===== src/rtl/alu_share_arbiter.sv =====
// Round-robin arbiter that time-shares one external combinational ALU between
// NREQ requesters, each with its own valid/ready request and response channel.
module alu_share_arbiter #(
    parameter int WIDTH = 32,
    parameter int NREQ  = 2
) (
    input  logic                  clk,
    input  logic                  reset,
    input  logic [NREQ-1:0]       req_valid,
    output logic [NREQ-1:0]       req_ready,
    input  logic [NREQ*WIDTH-1:0] req_srcA,
    input  logic [NREQ*WIDTH-1:0] req_srcB,
    input  logic [NREQ*3-1:0]     req_ctrl,
    output logic [NREQ-1:0]       rsp_valid,
    input  logic [NREQ-1:0]       rsp_ready,
    output logic [WIDTH-1:0]      rsp_result,
    output logic                  rsp_zero,
    output logic [WIDTH-1:0]      alu_srcA,
    output logic [WIDTH-1:0]      alu_srcB,
    output logic [2:0]            alu_ctrl,
    input  logic [WIDTH-1:0]      alu_result,
    input  logic                  alu_zero
);

    localparam int IDXW = (NREQ > 1) ? $clog2(NREQ) : 1;

    typedef enum logic [1:0] {IDLE, EXEC, RESP} state_t;

    state_t            state, state_nxt;
    logic [IDXW-1:0]   last_grant;
    logic [IDXW-1:0]   grant;
    logic [IDXW-1:0]   pick;
    logic [IDXW-1:0]   idx;
    logic              pick_found;
    logic [WIDTH-1:0]  sel_a, sel_b;
    logic [2:0]        sel_ctrl;

    // Walk the requesters starting just after the last winner, wrapping at NREQ-1.
    // NOTE: every variable driven here gets a default first, so no latch is inferred.
    always_comb begin
        pick_found = 1'b0;
        pick       = '0;
        idx        = last_grant;
        for (int k = 0; k < NREQ; k++) begin
            idx = (idx == IDXW'(NREQ - 1)) ? '0 : idx + IDXW'(1);
            if (!pick_found && req_valid[idx]) begin
                pick_found = 1'b1;
                pick       = idx;
            end
        end
    end

    always_comb begin
        sel_a    = '0;
        sel_b    = '0;
        sel_ctrl = '0;
        for (int i = 0; i < NREQ; i++) begin
            if (pick == IDXW'(i)) begin
                sel_a    = req_srcA[i*WIDTH +: WIDTH];
                sel_b    = req_srcB[i*WIDTH +: WIDTH];
                sel_ctrl = req_ctrl[i*3 +: 3];
            end
        end
    end

    always_comb begin
        state_nxt = state;
        req_ready = '0;
        rsp_valid = '0;
        case (state)
            IDLE: begin
                if (pick_found && !reset) begin
                    req_ready = NREQ'(1) << pick;
                    state_nxt = EXEC;
                end
            end
            EXEC: state_nxt = RESP;
            RESP: begin
                rsp_valid = NREQ'(1) << grant;
                if (rsp_ready[grant]) state_nxt = IDLE;
            end
            default: state_nxt = IDLE;
        endcase
    end

    // NOTE: state registers use non-blocking assignments so every flop samples
    // the pre-edge values regardless of statement order.
    always_ff @(posedge clk) begin
        if (reset) begin
            state      <= IDLE;
            last_grant <= IDXW'(NREQ - 1);
            grant      <= '0;
            alu_srcA   <= '0;
            alu_srcB   <= '0;
            alu_ctrl   <= '0;
            rsp_result <= '0;
            rsp_zero   <= 1'b0;
        end else begin
            state <= state_nxt;
            if (state == IDLE && pick_found) begin
                alu_srcA   <= sel_a;
                alu_srcB   <= sel_b;
                alu_ctrl   <= sel_ctrl;
                grant      <= pick;
                last_grant <= pick;
            end
            if (state == EXEC) begin
                rsp_result <= alu_result;
                rsp_zero   <= alu_zero;
            end
        end
    end

endmodule


===== config.mk =====
export PLATFORM = sky130hd
export DESIGN_NAME = alu_share_arbiter
export DESIGN_NICKNAME = d
export VERILOG_FILES = /design/src/rtl/alu_share_arbiter.sv
export SDC_FILE = /design/constraint.sdc
export NUM_CORES = 1
export LEC_CHECK = 0
export ABC_AREA = 1
export ABC_CLOCK_PERIOD_IN_PS = 2600
export CORE_AREA = 5 5 143 145
export CTS_BUF_LIST = sky130_fd_sc_hd__clkbuf_8
export DETAILED_ROUTE_END_ITERATION = 7
export DIE_AREA = 0 0 148 150
export SLEW_MARGIN = 20
export SYNTH_ARGS = -nofsm -noshare
export SYNTH_HDL_FRONTEND = slang
export SYNTH_SLANG_ARGS = --single-unit

===== constraint.sdc =====
create_clock -name clk -period 2.6 [get_ports clk]
set_input_delay 0.26 -clock clk [delete_from_list [all_inputs] [get_ports clk]]
set_output_delay 0.26 -clock clk [all_outputs]
set_load 0.01 [all_outputs]

## Yosys cells after proc, flatten, opt, wreduce, memory -nomap -nowiden

Index checks and enable logic that the tools add are counted.

- Add/sub/neg operators: 2
- Multiply operators: 0
- Div/mod/pow operators: 0
- Order comparisons: 3
- Eq/ne operators: 4
- Shifts and indexed selects: 2
- Multiplexer cells: 21
- Bitwise logic cells: 0
- Reduce and logical (&&, ||, !) cells: 7

Operators with widths:

| cell | number |
|---|---|
| 2-to-1 mux 32 bit | 2 |
| 2-to-1 mux 1 bit | 12 |
| 2-to-1 mux 2 bit | 5 |
| < comparator 1 x 2 -> 1 bit (second input constant) | 3 |
| one-hot mux 2 bit (3 select lines) | 1 |
| != test 2 bit (second input constant) | 2 |
| << shifter 1 x 1 -> 2 bit (first input constant) | 2 |
| logical AND 1 bit | 3 |
| 2-to-1 mux 3 bit | 1 |
| adder 1 bit (second input constant) | 2 |
| == test 2 x 1 -> 1 bit (second input constant) | 1 |
| == test 2 bit (second input constant) | 1 |
| zero test 1 bit | 2 |
| zero test 2 bit | 1 |
| AND reduction 2 bit | 1 |

- Register bits: 104
- Bits in latches: 0
- Memory bits (writable): 0
- Bits in read-only memories: 0
- Bits of input ports: 173
- Output and inout bits: 104
- Word-level logic and storage cells: 47
- Memories kept: 0

## Depth between registers and ports, before layout

- Word-level depth: 11
- Gate-level depth with buffers: 8
- Mapped depth without buffers: 6

## Worst setup path after synthesis

OpenSTA, ideal clock, no wires.

- Path kind: register -> output
- From: register state[1]
- To: output port req_ready[0]
- Arrival: 1.148 ns
- Required time: 2.340 ns
- Slack: 1.192 ns
- Stages on the path, launching flop included: 6
- Buffers on the path: 2
- Cell sequence: dfxtp_1 -> nor2_1 -> o21ai_2 -> buf_2 -> buf_6 -> nor3_1

- Word-level cells in the longest chain between the ends: 2

Ends and longest elaborated chain:

| element | RTL line | source |
|---|---|---|
| from (decl) | 29 | `state_t state, state_nxt;` |
| from (signal assigned) | 99 | `state <= state_nxt;` |
| zero test 2 bit | 70 | `case (state)` |
| 2-to-1 mux 2 bit | 70 |  |
| to (decl) | 10 | `output logic [NREQ-1:0] req_ready,` |

No other way between the ends.

## Worst setup path after layout

Ends and elaborated chain as after synthesis.

==> flow_summary_export.csv <==
group,metric,value,unit
status,status,"finished, final reports clean",
yosys,ys_types,17,
floorplanning,die_w,148,um
cells_and_area,nFillCells,2001,
clock_network,cts_buffers,9,
hold_path,hold_depth,5,
yosys,seq_area_frac_synth,41.3,%
floorplanning,io_pins,277,
global_route,antenna_found_initial,1,
global_route,grt_pass1_wl,27200,um
cells_and_area,area_growth,59.9,%
worst_setup_path,r2r-start,"last_grant",
yosys,yosys.area.top_type,"dfxtp_1",
worst_setup_path,crit_fanout,4,
yosys,synth_area,5040,sq um
flow_run,drv_cap,0,
timing,worst_hold_slack,0.365,ns
clock_network,clkLatencyLatePin,0.39,ns
route,drc,0,
route,drt-vias-per-instance,4.17,
cells_and_area,fin_nets,1235,
route,drt_pre_antenna_iters,4,
route,vias,5446,
timing,period_share,82.4,%
route,drt_iter0_drc,225,
floorplanning,core,19100,sq um
worst_setup_path,r2r_end,"alu_srcB[18]",
hold_path,hp-class,"input port to register",
clock_network,clk_pin_slew,0.11,ns
worst_setup_path,r2r_cells,7,
clock_network,clockBufferDepth,2,
yosys,synth_top_area_share,41.3,%
clock_network,cts.repair.resized,0,
power_and_ir_drop,finalPower,4.54,mW
yosys,yosys_warnings,0,
cells_and_area,layout-drive-gt1-share,2.81,%
worst_setup_path,crit_type,"register to output port",
hold_path,worstHoldEndpoint,"grant",
power_and_ir_drop,peakVddDrop,0.253,mV
yosys,syn_inst,821,
global_route,grt_usage,15.2,%
hold_path,hold_start,"req_valid[1]",
global_route,grt_max_degree,137,
global_route,overflow,0,
cells_and_area,fin_util,42.2,%
yosys,synthTopCellsByArea,"dfxtp_1, nand2_1, nor2_1, nand3_1, inv_1",
power_and_ir_drop,p_per_area,564,nW/um^2
yosys,synth_commonest_cells,"nand2_1, nor2_1, dfxtp_1",
timing,fmax,467,MHz
clock_network,holdBufCountCts,0,
floorplanning,rows,51,
clock_network,cts-root-buf,"clkbuf_8",
place,hpwl,12000,um
cells_and_area,design_area,8060,sq um
yosys,synth_edf_count,0,
worst_setup_path,crit_path_end_kind,"output port",
clock_network,cts.sinks,104,
route,wl_per_cell,13.4,um
yosys,synth_ff_type,"dfxtp_1",
floorplanning,dieHeight,150,um
global_route,grt_pass1_vias,5234,
timing,finalCriticalPeriod,2.14,ns
timing,setup_slack,0.458,ns
clock_network,htreeDepth,3,
yosys,synth-seq-cells,104,
place,pre_cts_slack,0.518,ns
clock_network,post_cts_buffers,0,
place,io_buffers,276,
yosys,yosysMostFrequentCell,"nand2_1",
yosys,synth_nets,994,
timing,rsz0062_at_grt,"no",
floorplanning,initial_core_util,26.4,%
timing,clock_skew,0.0163,ns
place,dp_cells,1289,
worst_setup_path,ff2ff_setup_slack,1.07,ns
timing,max_slew_margin,48.1,%
worst_setup_path,crit_chain,"nor2_1, o21ai_4, nor3_1, clkdlybuf4s50_1",
timing,drv_slew,0,
worst_setup_path,slowest_delay,0.59,ns
timing,finalSetupViolCount,0,
power_and_ir_drop,power.leakage,3.72,nW
worst_setup_path,startpoint_type,"register",
timing,hold_violations,0,
clock_network,cts_tree,"built",
timing,tightest_slew,0.778,ns
route,finalWirelength,17500,um
timing,setup_tns,0,ns
worst_setup_path,crit_slowest_cell,"clkdlybuf4s50_1",
worst_setup_path,critPathArrivalTime,1.88,ns
cells_and_area,final_cells,1306,
floorplanning,die_area,22200,sq um
place,place.gp.congestion,0.771,
worst_setup_path,required,2.34,ns
route,ant_nets,0,
place,place_area,7850,sq um
yosys,avgSynthCellArea,6.14,sq um
yosys,synthArstFlopShare,0,%
worst max-delay path: cells and delay by family (launching register included):
family,cells,cell delay [ns]
compound gates,1,0.12
buf+inv,1,0.59
flops,1,0.35
simple gates,2,0.43
worst max path at each step:
| stage | from | to | slack (ns) | cells after the start |
|---|---|---|---|---|
| 2_1_floorplan | state[1] | req_ready[0] | 1.19 | 5 |
| 3_3_place_gp | req_valid[0] | alu_srcA[12] | 0.55 | 8 |
| 3_5_place_dp | req_valid[0] | alu_srcB[4] | 0.52 | 8 |
| 4_1_cts | state[1] | req_ready[0] | 0.41 | 4 |
| 5_1_grt | state[1] | req_ready[1] | 0.28 | 4 |
| 6_report | state[1] | req_ready[0] | 0.46 | 4 |
placed cells by master (no fill, tap or decap):
cell,Yosys,final
buf_4,6,7
a21oi_1,2,2
inv_2,1,2
dfxtp_1,104,104
inv_6,0,4
nand4_1,1,1
clkbuf_8,0,9
nor3_1,1,1
buf_2,18,1
o21ai_0,33,33
nand2_2,1,2
nor2_1,207,207
nand3_1,69,69
nand2_1,275,274
clkdlybuf4s50_1,0,275
buf_12,0,1
o21ai_4,0,1
clkinv_8,0,3
diode_2,0,1
inv_1,72,71
sequential cells by signal, indices dropped and copies added, names as in the netlist:
name,flops
rsp_zero,1
alu_srcA,32
alu_srcB,32
rsp_result,32
alu_ctrl,3
grant,1
last_grant,1
state,2
cells by family (layout without fill, tap and decap cells):
kind of cell	Yosys count	in the layout	synth area share (%)
other cells	0	1	0
simple gates	554	554	43.1
buf+inv	127	373	12.0
compound gates	36	36	3.65
flops	104	104	41.3
per-layer routing:
| layer | global-route usage (%) | routed length [um] | vias to the layer above |
|---|---|---|---|
| met1 | 18.2 | 7550 | 2326 |
| met4 | 4.94 | 346 | 0 |
| met3 | 6.57 | 1730 | 24 |
| li1 | - | - | 2936 |
| met5 | 0 | 0 | - |
| met2 | 24.7 | 7920 | 160 |
where the power goes:
group | leakage (nW) | switching (mW) | internal [mW]
Combinational | 2.75 | 0.768 | 0.810
Clock | 0.104 | 0.676 | 0.387
Sequential | 0.862 | 0.0986 | 1.80
Total | 3.72 | 1.54 | 3.00
final cells by class:
class / count / area, sq um / area share (%)
timing repair buffer: 284 / 2830 / 35.1
multi-input combinational: 590 / 2370 / 29.4
sequential: 104 / 2080 / 25.8
tap: 238 / 298 / 3.69
inverter: 73 / 274 / 3.40
clock buffer: 9 / 124 / 1.54
clock inverter: 7 / 83.8 / 1.04
antenna: 1 / 2.50 / 0.0310
No activity file was read; power rests on OpenSTA's default activity.
